===== src/rtl/chip8_decode_pipe.sv =====
// rtl/chip8_decode_pipe.sv - CHIP-8 opcode decoder feeding a DEPTH-entry output FIFO.
// Optional SUPER-CHIP decoding is enabled by defining CHIP8_SCHIP_EN.
module chip8_decode_pipe #(
   parameter int ADDR_W = 12,
   parameter int DEPTH  = 2,
   parameter int OP_W   = 6,
   parameter int CNT_W  = 8
) (
   input  logic              clk,
   input  logic              rst,
   input  logic              instr_valid,
   output logic              instr_ready,
   input  logic [15:0]       instruction,
   input  logic [ADDR_W-1:0] instr_pc,
   input  logic              flush,
   output logic              op_valid,
   input  logic              op_ready,
   output logic [OP_W-1:0]   op_code,
   output logic [3:0]        op_x,
   output logic [3:0]        op_y,
   output logic [3:0]        op_nib,
   output logic [7:0]        op_val,
   output logic [ADDR_W-1:0] op_addr,
   output logic [ADDR_W-1:0] op_pc,
   output logic              op_illegal,
   output logic [CNT_W-1:0]  illegal_cnt
);

   localparam int PTR_W = (DEPTH > 1) ? $clog2(DEPTH) : 1;
   localparam int CNT_FW = $clog2(DEPTH + 1);

   // Only the low 12 bits are kept: every operand field is a slice of them.
   typedef struct packed {
      logic [OP_W-1:0]   code;
      logic              ill;
      logic [11:0]       ins;
      logic [ADDR_W-1:0] pc;
   } entry_t;

   entry_t            mem [DEPTH];
   logic [PTR_W-1:0]  rd_ptr;
   logic [PTR_W-1:0]  wr_ptr;
   logic [CNT_FW-1:0] count;
   logic [5:0]        d_code;
   logic              d_ill;
   logic              accept;
   logic              pop;
   entry_t            head;

   always_comb begin
      d_code = 6'd0;
      case (instruction[15:12])
         4'h0: begin
            if (instruction == 16'h00E0)      d_code = 6'd1;
            else if (instruction == 16'h00EE) d_code = 6'd2;
`ifdef CHIP8_SCHIP_EN
            else if (instruction[15:4] == 12'h00C) d_code = 6'd35;
            else if (instruction == 16'h00FB) d_code = 6'd36;
            else if (instruction == 16'h00FC) d_code = 6'd37;
            else if (instruction == 16'h00FD) d_code = 6'd38;
            else if (instruction == 16'h00FE) d_code = 6'd39;
            else if (instruction == 16'h00FF) d_code = 6'd40;
`endif
         end
         4'h1: d_code = 6'd3;
         4'h2: d_code = 6'd4;
         4'h3: d_code = 6'd5;
         4'h4: d_code = 6'd6;
         4'h5: if (instruction[3:0] == 4'h0) d_code = 6'd7;
         4'h6: d_code = 6'd8;
         4'h7: d_code = 6'd9;
         4'h8: begin
            if (instruction[3] == 1'b0)        d_code = 6'd10 + {3'd0, instruction[2:0]};
            else if (instruction[3:0] == 4'hE) d_code = 6'd18;
         end
         4'h9: if (instruction[3:0] == 4'h0) d_code = 6'd19;
         4'hA: d_code = 6'd20;
         4'hB: d_code = 6'd21;
         4'hC: d_code = 6'd22;
         // Dxy0 is the 16x16 SUPER-CHIP sprite; the decode is identical either way.
         4'hD: d_code = 6'd23;
         4'hE: begin
            if (instruction[7:0] == 8'h9E)      d_code = 6'd24;
            else if (instruction[7:0] == 8'hA1) d_code = 6'd25;
         end
         4'hF: begin
            case (instruction[7:0])
               8'h07:   d_code = 6'd26;
               8'h0A:   d_code = 6'd27;
               8'h15:   d_code = 6'd28;
               8'h18:   d_code = 6'd29;
               8'h1E:   d_code = 6'd30;
               8'h29:   d_code = 6'd31;
               8'h33:   d_code = 6'd32;
               8'h55:   d_code = 6'd33;
               8'h65:   d_code = 6'd34;
`ifdef CHIP8_SCHIP_EN
               8'h30:   d_code = 6'd41;
               8'h75:   d_code = 6'd42;
               8'h85:   d_code = 6'd43;
`endif
               default: d_code = 6'd0;
            endcase
         end
         default: d_code = 6'd0;
      endcase
      d_ill = (d_code == 6'd0);
   end

   function automatic logic [PTR_W-1:0] ptr_inc(input logic [PTR_W-1:0] p);
      if (p == PTR_W'(DEPTH - 1)) return '0;
      return p + 1'b1;
   endfunction

   assign instr_ready = !rst && !flush && (count < CNT_FW'(DEPTH));
   assign accept      = instr_valid && instr_ready;
   assign op_valid    = (count != '0);
   assign pop         = op_valid && op_ready;

   always_ff @(posedge clk or posedge rst) begin
      if (rst) begin
         count       <= '0;
         rd_ptr      <= '0;
         wr_ptr      <= '0;
         illegal_cnt <= '0;
         for (int i = 0; i < DEPTH; i++) mem[i] <= '0;
      end else begin
         // accept is already blocked during flush, so the counter needs no flush term.
         if (accept && d_ill && (illegal_cnt != {CNT_W{1'b1}}))
            illegal_cnt <= illegal_cnt + 1'b1;
         if (flush) begin
            count  <= '0;
            rd_ptr <= '0;
            wr_ptr <= '0;
         end else begin
            if (accept) begin
               mem[wr_ptr] <= '{code: OP_W'(d_code), ill: d_ill,
                                ins: instruction[11:0], pc: instr_pc};
               wr_ptr      <= ptr_inc(wr_ptr);
            end
            if (pop) rd_ptr <= ptr_inc(rd_ptr);
            if (accept && !pop)      count <= count + 1'b1;
            else if (!accept && pop) count <= count - 1'b1;
         end
      end
   end

   assign head       = mem[rd_ptr];
   assign op_code    = head.code;
   assign op_illegal = head.ill;
   assign op_x       = head.ins[11:8];
   assign op_y       = head.ins[7:4];
   assign op_nib     = head.ins[3:0];
   assign op_val     = head.ins[7:0];
   assign op_addr    = ADDR_W'(head.ins);
   assign op_pc      = head.pc;

endmodule


===== config.mk =====
export PLATFORM = sky130hd
export DESIGN_NAME = chip8_decode_pipe
export DESIGN_NICKNAME = d
export VERILOG_FILES = /design/src/rtl/chip8_decode_pipe.sv
export SDC_FILE = /design/constraint.sdc
export NUM_CORES = 1
export LEC_CHECK = 0
export CAP_MARGIN = 20
export CORE_UTILIZATION = 35
export CTS_CLUSTER_SIZE = 25
export DETAILED_ROUTE_END_ITERATION = 7
export PLACE_DENSITY_LB_ADDON = 0.05
export SETUP_SLACK_MARGIN = 0.15
export SYNTH_ARGS = -nofsm -noshare
export SYNTH_HDL_FRONTEND = slang
export SYNTH_SLANG_ARGS = --single-unit

===== constraint.sdc =====
create_clock -name clk -period 4.4 [get_ports clk]
set_input_delay 0.88 -clock clk [delete_from_list [all_inputs] [get_ports clk]]
set_output_delay 0.88 -clock clk [all_outputs]
set_load 0.1 [all_outputs]

==> results.py <==
metrics = {
    "setup_path": {
        "worstSetupPathType": "primary input to register",
        "crit_fanout": 18,
        "path_cells": "clkdlybuf4s50_1 -> and4b_4 -> a22oi_2 -> a31oi_1 -> nor4_2 -> nand4_4 -> nor4_2 -> mux2_2",
        "cpMostUsedCell": "nor4_2",
        "cp-start-kind": "primary input",
        "slowest_delay_ns": 0.72,
        "end_kind": "register",
        "critPathArrivalTime_ns": 3.51,
        "critical-path-slowest-cell": "clkdlybuf4s50_1",
        "crit_required_ns": 4.61,
    },
    "timing": {
        "relSlewSlack": 0.291,
        "fin_crit_sh": 0.750,
        "finalMaxSlewViolations": 0,
        "period_needed_ns": 3.30,
        "rsz0062_at_grt": "false",
        "final.setup_skew_ns": 0.00777,
        "finalHoldViolations": 0,
        "fmax_mhz": 303,
        "setup_viol": 0,
        "worstMarginPinSlew_ns": 1.06,
        "fin_tns_setup_ns": 0,
    },
    "drt": {
        "drt-vias-per-instance": 5.08,
        "wl_um": 9260,
        "routedWlPerCell_um": 16.0,
        "detail_route.iter0.violations": 63,
        "vias": 2935,
        "drc": 0,
        "drtAntennaViolNets": 0,
        "first_pass_iters": 4,
    },
    "global_routing": {
        "grt_max_degree": 37,
        "antenna_found_initial": 0,
        "grt_pass1_vias": 2901,
        "grt_usage": 0.156,
        "grt-ovfl-total": 0,
        "grt_first_pass_wirelength_um": 15400,
    },
    "synth": {
        "synth_area_um2": 4140,
        "ys_types": 56,
        "postSynth.asyncResetShare": 1.00,
        "synth-edff-count": 0,
        "ys.flop_type": "dfrtp_1",
        "syn_avg_cell_area_um2": 11.5,
        "seq_area_frac_synth": 0.447,
        "synth-xor-area-share": 0.0212,
        "synthAdderAreaFrac": 0.00605,
        "synthCells": 361,
        "synth_simple_gate_area_share": 0.150,
        "ys_seq_elements": 74,
        "synthMuxAreaShare": 0.215,
        "yosys_warnings": 0,
        "syn-num-nets": 396,
        "synth_compound_area_frac": 0.0780,
        "synth_top_family_by_area": "multiplexers",
    },
    "cts": {
        "clock_latency_ns": 0.32,
        "cts_resized": 0,
        "post-cts-setup-buffer-count": 0,
        "clk_pin_slew_ns": 0.06,
        "cts_tree": "yes",
        "root_buffer": "clkbuf_16",
        "h-tree-depth": 3,
        "cts_hold_buf": 0,
        "cts_buffers": 9,
        "clock_path_buffers": 2,
        "clock_sinks": 74,
    },
    "power": {
        "netSwitchingPower_mw": 1.43,
        "clkPwrFrac": 0.252,
        "power_frac_comb": 0.465,
        "peakVddDrop_uv": 341,
        "power_mw": 3.07,
        "cell_internal_pwr_mw": 1.64,
        "p_sw_frac": 0.466,
        "p_leak_nw": 2.28,
        "power_density_nw_per_um2": 588,
        "seqPwrFrac": 0.283,
    },
    "final_layout": {
        "fillerInstances": 1070,
        "area_delta_synth_final_pct": 26.2,
        "layout-drive-gt1-share": 0.411,
        "antenna_cells": 0,
        "fin_nets": 465,
    },
    "floorplanning": {
        "floorplan.core_area_um2": 11500,
        "io_pins": 94,
        "fp.dieW_um": 111,
        "dieArea_um2": 12300,
        "start_util": 0.361,
        "rows": 39,
        "die_height_um": 111,
    },
    "placement": {
        "dp_hpwl_um": 6530,
        "port_buffers": 93,
        "gp_congestion": 0.807,
    },
    "status": {
        "outcome": "complete, no violations",
    },
    "run": {
        "cap_violations": 0,
    },
    "hold_path": {
        "min-delay-path-class": "register to register",
    },
}
[final cells by class]
cell class                 instances  area [µm²]  share of cell area
clock buffer                       9         225              0.0431
inverter                           8        30.0             0.00575
tap                              143         179              0.0342
timing repair buffer             101         893               0.171
clock inverter                     7        93.8              0.0180
sequential                        74        1850               0.354
multi-input combinational        236        1950               0.374
[cell usage in the layout (no fill, tap or decap), types with 2 or more instances in the layout]
cell type        netlist  layout
a21oi_1               10      10
a22oi_1                2       2
a31oi_1                3       3
and3b_1                2       2
buf_12                 0       2
buf_4                 24      57
bufinv_16              0       2
clkbuf_16              0       9
clkdlybuf4s50_1        0      41
clkinv_2               0       2
clkinvlp_4             0       2
dfrtp_1               74      74
ha_1                   2       2
inv_1                  8       7
mux2_2                79      79
nand2_1               24      24
nand2b_1               4       4
nand3_1                8       8
nand4_1                5       5
nor2_1                16      16
nor2b_1                3       3
nor3_1                 7       6
nor3b_1                6       6
nor4_1                 2       2
nor4_2                 2       2
nor4b_1                3       3
nor4bb_1               2       2
o211ai_2               2       2
o21ai_0               15      15
o21ai_1                2       2
or2_2                  2       2
or3_1                  2       2
xor2_1                 9       9
[power groups by stage]
stage | logic (mW) | clock network [mW] | registers (mW)
global route | 1.48 | 0.830 | 0.890
CTS | 1.44 | 0.797 | 0.873
detailed placement | 1.44 | 0 | 0.885
floorplan | 1.16 | 0 | 0.942
global placement | 1.43 | 0 | 0.879
finish | 1.43 | 0.775 | 0.871
[per-stage QoR]
| stage | hold slack [ns] | util | cells | area, µm² | setup WS, ns |
|---|---|---|---|---|---|
| after floorplan | 0.444 | - | 361 | 4140 | 0.883 |
| after global placement | 0.457 | 0.425 | 560 | 4870 | 0.813 |
| after detailed placement | 0.467 | 0.427 | 561 | 4890 | 0.771 |
| after CTS | 0.481 | 0.454 | 577 | 5210 | 1.12 |
| after global routing | 0.507 | 0.456 | 578 | 5230 | 0.928 |
| final | 0.476 | 0.456 | 578 | 5230 | 1.10 |
[per-layer routing]
layer	vias to the layer above	part of all wire	routed length, µm	global-route usage
met5	-	0	0	0
met4	0	0.0081	75	0.0453
met3	5	0.038	353	0.0350
met2	70	0.48	4420	0.249
met1	1449	0.48	4410	0.213
li1	1411	-	-	-
[logic make-up (layout without fill, tap and decap cells)]
kind of cell | Yosys count | count (layout)
AOI/OAI and AO/OA | 45 | 45
xor gates and xnor gates | 10 | 10
adders and majority gates | 2 | 2
buffers and inverters | 51 | 125
DFF | 74 | 74
muxes | 79 | 79
and+or+nand+nor | 100 | 100
[sequential cells by signal, indices dropped and copies added (netlist names)]
register	count
count	2
wr_ptr	1
illegal_cnt	8
rd_ptr	1
mem	62
[final timing paths]
| kind | end | startpoint | depth (start not counted) | slack [ns] |
|---|---|---|---|---|
| max in group asynchronous | mem[52] | rst | 4 | 2.71 |
| max | illegal_cnt[6] | instruction[3] | 8 | 1.10 |
| min reg2reg | mem[44] | mem[44] | 2 | 0.48 |
| min | mem[44] | mem[44] | 2 | 0.48 |
| max reg2reg | mem[12] | count[1] | 5 | 2.26 |
| min in group asynchronous | mem[1] | rst | 2 | 0.90 |
[cells in the mapped netlist (3+ instances only)]
cell type	count	share of area
dfrtp_1	74	0.45
nor3b_1	6	0.011
buf_4	24	0.044
nand2b_1	4	0.0060
buf_1	4	0.0036
nor3_1	7	0.0085
o21ai_0	15	0.018
nor4b_1	3	0.0063
a31oi_1	3	0.0045
xor2_1	9	0.019
nor2_1	16	0.015
clkbuf_1	7	0.0063
nor2b_1	3	0.0045
nand4_1	5	0.0076
mux2_2	79	0.21
buf_6	5	0.014
nand3_1	8	0.0097
a21oi_1	10	0.012
inv_1	8	0.0073
nand2_1	24	0.022
[worst max-delay path, delay by kind of cell]
family / cells / cell delay [ns]
buf+inv: 1 / 0.72
compound gates: 2 / 0.32
simple gates: 4 / 1.22
mux: 1 / 0.36
Power figures use the tool's default switching activity.
